## src/rtl/reg_scoreboard_pkg.sv

```systemverilog
// rtl/reg_scoreboard_pkg.sv - shared constants for the register scoreboard
package reg_scoreboard_pkg;

    localparam int NREG = 32;
    localparam int CNT_W = 2;
    localparam int REG_ADDR_W = 5;
    localparam logic [REG_ADDR_W-1:0] REG_ZERO = 5'd0;

endpackage

```

## src/rtl/reg_scoreboard_counter.sv

```systemverilog
// rtl/reg_scoreboard_counter.sv - per-register saturating pending-write counter
module sb_counter #(
    parameter int WIDTH = reg_scoreboard_pkg::CNT_W
) (
    input  logic             clk,
    input  logic             reset,
    input  logic             inc,
    input  logic             dec,
    input  logic             clr,
    output logic [WIDTH-1:0] cnt,
    output logic             nonzero,
    output logic             full,
    output logic             underflow
);

    localparam logic [WIDTH-1:0] ONE = {{(WIDTH-1){1'b0}}, 1'b1};

    logic [WIDTH-1:0] cnt_q;

    assign cnt       = cnt_q;
    assign nonzero   = |cnt_q;
    assign full      = &cnt_q;
    // A lone retire against an empty counter; a paired issue cancels it.
    assign underflow = dec && !inc && !nonzero;

    // Counter state: clear wins, a simultaneous inc/dec pair is a no-op, never wraps.
    always_ff @(posedge clk) begin
        if (reset || clr) begin
            cnt_q <= '0;
        end else if (inc && !dec && !full) begin
            cnt_q <= cnt_q + ONE;
        end else if (dec && !inc && nonzero) begin
            cnt_q <= cnt_q - ONE;
        end
    end

endmodule

```

## src/rtl/reg_scoreboard.sv

```systemverilog
// rtl/reg_scoreboard.sv - pending-write scoreboard with issue stall decode
module reg_scoreboard #(
    parameter int NREG  = reg_scoreboard_pkg::NREG,
    parameter int CNT_W = reg_scoreboard_pkg::CNT_W
) (
    input  logic                                     clk,
    input  logic                                     reset,
    input  logic                                     issue_valid,
    input  logic                                     issue_we,
    input  logic [reg_scoreboard_pkg::REG_ADDR_W-1:0] issue_waddr,
    input  logic [reg_scoreboard_pkg::REG_ADDR_W-1:0] rs_addr,
    input  logic                                     rs_used,
    input  logic [reg_scoreboard_pkg::REG_ADDR_W-1:0] rt_addr,
    input  logic                                     rt_used,
    output logic                                     stall,
    input  logic                                     wb_valid,
    input  logic                                     wb_we,
    input  logic [reg_scoreboard_pkg::REG_ADDR_W-1:0] wb_addr,
    input  logic                                     flush,
    output logic [NREG-1:0]                          pending,
    output logic                                     err
);

    import reg_scoreboard_pkg::*;

    // Entry 0 of these vectors is tied low, so $0 can never stall or count.
    logic [NREG-1:0] nonzero_vec;
    logic [NREG-1:0] full_vec;
    logic [NREG-1:0] cnt_nz_vec;
    logic [NREG-1:1] inc_vec;
    logic [NREG-1:1] dec_vec;
    logic [NREG-1:1] underflow_vec;
    logic            accept;
    logic            retire;

    assign nonzero_vec[0] = 1'b0;
    assign full_vec[0]    = 1'b0;
    assign cnt_nz_vec[0]  = 1'b0;
    assign pending        = cnt_nz_vec;

    // Hazard decode from registered counts only; writeback never bypasses into it.
    always_comb begin
        stall = issue_valid &&
                ((rs_used && nonzero_vec[rs_addr]) ||
                 (rt_used && nonzero_vec[rt_addr]) ||
                 (issue_we && full_vec[issue_waddr]));
    end

    // Accepted issue and retire events; a flush cycle discards both.
    always_comb begin
        accept = issue_valid && !stall && issue_we && (issue_waddr != REG_ZERO) && !flush;
        retire = wb_valid && wb_we && (wb_addr != REG_ZERO) && !flush;
    end

    // One-hot steering of the events onto the per-register counters.
    always_comb begin
        inc_vec = '0;
        dec_vec = '0;
        for (int i = 1; i < NREG; i++) begin
            inc_vec[i] = accept && (issue_waddr == REG_ADDR_W'(i));
            dec_vec[i] = retire && (wb_addr == REG_ADDR_W'(i));
        end
    end

    for (genvar g = 1; g < NREG; g++) begin : g_cnt
        logic [CNT_W-1:0] cnt_w;

        sb_counter #(.WIDTH(CNT_W)) u_cnt (
            .clk       (clk),
            .reset     (reset),
            .inc       (inc_vec[g]),
            .dec       (dec_vec[g]),
            .clr       (flush),
            .cnt       (cnt_w),
            .nonzero   (nonzero_vec[g]),
            .full      (full_vec[g]),
            .underflow (underflow_vec[g])
        );

        assign cnt_nz_vec[g] = |cnt_w;
    end

    // Sticky underflow flag; only reset clears it, flush leaves it alone.
    always_ff @(posedge clk) begin
        if (reset) begin
            err <= 1'b0;
        end else if (|underflow_vec) begin
            err <= 1'b1;
        end
    end

endmodule

```

## config.mk

```make
export PLATFORM = sky130hd
export DESIGN_NAME = reg_scoreboard
export DESIGN_NICKNAME = d
export VERILOG_FILES = /design/src/rtl/reg_scoreboard_pkg.sv /design/src/rtl/reg_scoreboard_counter.sv /design/src/rtl/reg_scoreboard.sv
export SDC_FILE = /design/constraint.sdc
export NUM_CORES = 1
export LEC_CHECK = 0
export CELL_PAD_IN_SITES_DETAIL_PLACEMENT = 0
export CELL_PAD_IN_SITES_GLOBAL_PLACEMENT = 1
export CORE_ASPECT_RATIO = 0.8
export CORE_MARGIN = 10
export CORE_UTILIZATION = 44
export CTS_CLUSTER_DIAMETER = 50
export CTS_CLUSTER_SIZE = 16
export DETAILED_ROUTE_END_ITERATION = 12
export GPL_TIMING_DRIVEN = 0
export PLACE_DENSITY = 0.87
export SYNTH_ARGS = -nofsm -noshare
export SYNTH_HDL_FRONTEND = slang
export SYNTH_SLANG_ARGS = --single-unit
```

## constraint.sdc

```tcl
create_clock -name clk -period 4.5 [get_ports clk]
set_input_delay 0.45 -clock clk [delete_from_list [all_inputs] [get_ports clk]]
set_output_delay 0.45 -clock clk [all_outputs]
set_load 0.03 [all_outputs]
```

==> results.toml <==
[placement]
port_buffers = 57
hpwl_mm = 16.7
dp.cells = 967
placed_area_um2 = 6070
gp_congestion = 0.969

[layout]
layout_commonest_cell = "nand2_1"
fin_nets = 859
mostFrequentLayoutCells = "nand2_1, nor2_1, a21oi_1"
diodes = 0
finish.instance_area_um2 = 6420
drive_above_1_share = 0.105
fin_cells = 983
area_delta_synth_final_pct = 20.8
utilization = 0.551

[routing]
first_pass_iters = 6
drt_iter0_drc = 767
routed-via-count = 6264
wl_mm = 21.7
drc = 0
wl_per_cell_um = 22.1
via_per_inst = 6.37
antenna_left = 0

[sta]
period_share = 0.979
worstMarginPinSlew_ns = 0.940
fmax_mhz = 227
fin_skew_ns = 0.00730
rsz0062_at_grt = "no"
maxSlewHeadroom = 0.373
finalCriticalPeriod_ns = 4.41
fin_hold_ws_ns = 0.497
finalHoldViolCount = 0
slew_violations = 0
finalSetupViolCount = 0

[worst_setup_path]
crit_fanout = 10
crit_start = "issue_waddr[0]"
cp_num_buf_inv = 3
cp_cell_sequence = "clkdlybuf4s50_1 -> buf_4 -> nand2_4 -> a21oi_1 -> nor3_1 -> a221o_1 -> a311oi_4 -> nand4_4 -> clkbuf_1 -> o311ai_0 -> nand4_1 -> nor3_1 -> a41oi_1"
r2r_start = "g_cnt[9].u_cnt.cnt[1]$_SDFFE_PP0P_"
crit_family = "compound AO/OA/AOI/OAI gates"
cp.depth = 13
r2r_end = "err$_SDFFE_PP0P_"
reg2reg_depth = 12
end_kind = "flop"
crit_path_end = "err$_SDFFE_PP0P_"
worstPathRequired_ns = 4.66
crit_slowest_cell = "clkdlybuf4s50_1"
crit_top_cell = "nor3_1"
crit_type = "in -> reg"
r2r_slack_ns = 0.34
critPathLaunchType = "input port"
critPathArrivalTime_ns = 4.57
cpPeakStageDelay_ns = 0.59

[clock_tree]
cts-root-buf = "clkbuf_16"
worstSkewPairLatency_ns = 0.34
cts_htree_levels = 3
numCtsBuffers = 9
clkTransAtPathRegs_ns = 0.06
cts_tree = "built"
clockBufferDepth = 2
cts.sinks = 63

[power_and_ir_drop]
ir_drop_v = 0.000169
p_leak_nw = 2.31
powerDensity_nw_per_um2 = 245
pwr-share-seq = 0.355
p_int_mw = 1.18
p_sw_frac = 0.253
comb_power_share = 0.118
power_switching_mw = 0.399
clockPowerShare = 0.526

[synthesis]
synthesis.nets = 791
synthFlopType = "dfxtp_1"
ys_types = 65
syn_area_um2 = 5320
ys_seq_elements = 63
synth_top_area_frac = 0.237
async_flop_share = 0
ys_warn_count = 0
synth_seq_area_share = 0.237
syn-instance-count = 762
synth.area.top_cells = "dfxtp_1, nand2_1, a21oi_1, nor2_1, buf_4"
yosysTopAreaCell = "dfxtp_1"
syn_avg_cell_area_um2 = 6.98
synth_enable_flop_cells = 0

[floorplan]
die_x_um = 143
die_h_um = 118
rows = 35
dieArea_um2 = 16900
io_pins = 63
initial_utilization = 0.456
core_um2 = 11600

[grt]
grt_start_max_net_pins = 12
grt_pass1_vias = 5836
antenna_found_initial = 0
grt_pass1_wl_mm = 32.9
grt_usage = 0.249
overflow = 0

[flow_run]
cap_violations = 0

[run_status]
status = "complete, no violations"

[worst_hold_path]
hp-class = "reg -> reg"
==> registers in the layout, indices dropped and copies added, names as in the netlist <==
name and count:
err 1, g_cnt.u_cnt.cnt 62
==> Yosys cell counts, types with 4 or more instances <==
cell type and instances:
nor3b_1 4, o2111ai_1 4, nand2_1 89, nor3_1 35, nand2b_1 17, dfxtp_1 63
and2_1 7, mux4_2 11, buf_2 8, o311ai_0 4, o21ai_0 49, nand3_1 34
o31ai_1 5, nor2b_1 10, o21bai_1 13, nor2_1 78, a31oi_1 8, a211oi_1 15
o22ai_1 5, o21a_1 12, and3b_1 5, nand4_1 11, nand3b_1 6, clkbuf_1 18
a21oi_1 64, and3_1 20, inv_1 40, nor4_1 15, and4_1 5, or3_1 13
or2_2 9, buf_4 33
==> worst min-delay path by stage <==
stage,startpoint,to,slack [ns],cells past startpoint
2_1_floorplan,g_cnt[20].u_cnt.cnt[0]$_SDFFE_PP0P_,g_cnt[20].u_cnt.cnt[0]$_SDFFE_PP0P_,0.46,2
3_3_place_gp,g_cnt[20].u_cnt.cnt[0]$_SDFFE_PP0P_,g_cnt[20].u_cnt.cnt[0]$_SDFFE_PP0P_,0.47,2
3_5_place_dp,g_cnt[20].u_cnt.cnt[0]$_SDFFE_PP0P_,g_cnt[20].u_cnt.cnt[0]$_SDFFE_PP0P_,0.48,2
4_1_cts,g_cnt[20].u_cnt.cnt[0]$_SDFFE_PP0P_,g_cnt[20].u_cnt.cnt[0]$_SDFFE_PP0P_,0.49,2
5_1_grt,g_cnt[20].u_cnt.cnt[0]$_SDFFE_PP0P_,g_cnt[20].u_cnt.cnt[0]$_SDFFE_PP0P_,0.52,2
6_report,g_cnt[20].u_cnt.cnt[0]$_SDFFE_PP0P_,g_cnt[20].u_cnt.cnt[0]$_SDFFE_PP0P_,0.50,2
==> layout make-up <==
class / count / area [um^2]
clock inverter: 5 / 105
tap: 148 / 185
multi-input combinational: 595 / 3520
buffer: 63 / 379
inverter: 41 / 154
clock buffer: 11 / 243
timing repair buffer: 57 / 571
fill: 1170 / 5230
sequential: 63 / 1260
==> layer usage <==
metal  wire [um]  track usage  vias to the layer above
li1            -            -                     2881
met2        9290        0.373                      368
met5           0            0                        -
met4         493       0.0727                        0
met3        2850       0.0784                       50
met1        9060        0.333                     2965
==> worst min-delay path: stages, from the launching register on <==
cell and delay (ns):
dfxtp_1 0.33, inv_1 0.06, a211oi_1 0.06
==> metrics by stage <==
stage	setup TNS [ns]	setup slack, ns	total power [mW]
floorplan	0	1.36	0.671
global placement	-0.624	-0.489	0.752
detailed placement	-0.600	-0.453	0.752
CTS	0	0.133	1.58
global route	0	0.0181	1.62
finish	0	0.0929	1.58
==> power groups by stage <==
stage	Combinational, mW	Sequential (mW)	Clock [mW]
floorplan	0.0974	0.573	0
global placement	0.180	0.572	0
detailed placement	0.180	0.572	0
CTS	0.181	0.560	0.836
global route	0.196	0.560	0.860
finish	0.186	0.560	0.829
==> logic make-up after synthesis <==
kind of cell / count (synthesis) / synth area share
flip-flops: 63 / 0.237
AO/OA/AOI/OAI: 210 / 0.252
other: 1 / 0.000706
multiplexers: 15 / 0.0548
buffers and inverters: 104 / 0.100
AND/OR/NAND/NOR: 369 / 0.355
==> repair_timing <==
| item | 4_1_cts | 5_1_grt |
|---|---|---|
| hold buffers | 0 | 0 |
| setup endpoints to repair | 1 | 1 |
| setup buffers | 0 | 0 |
| gates resized for setup | 2 | 3 |
No activity file was read; power rests on OpenSTA's default activity.
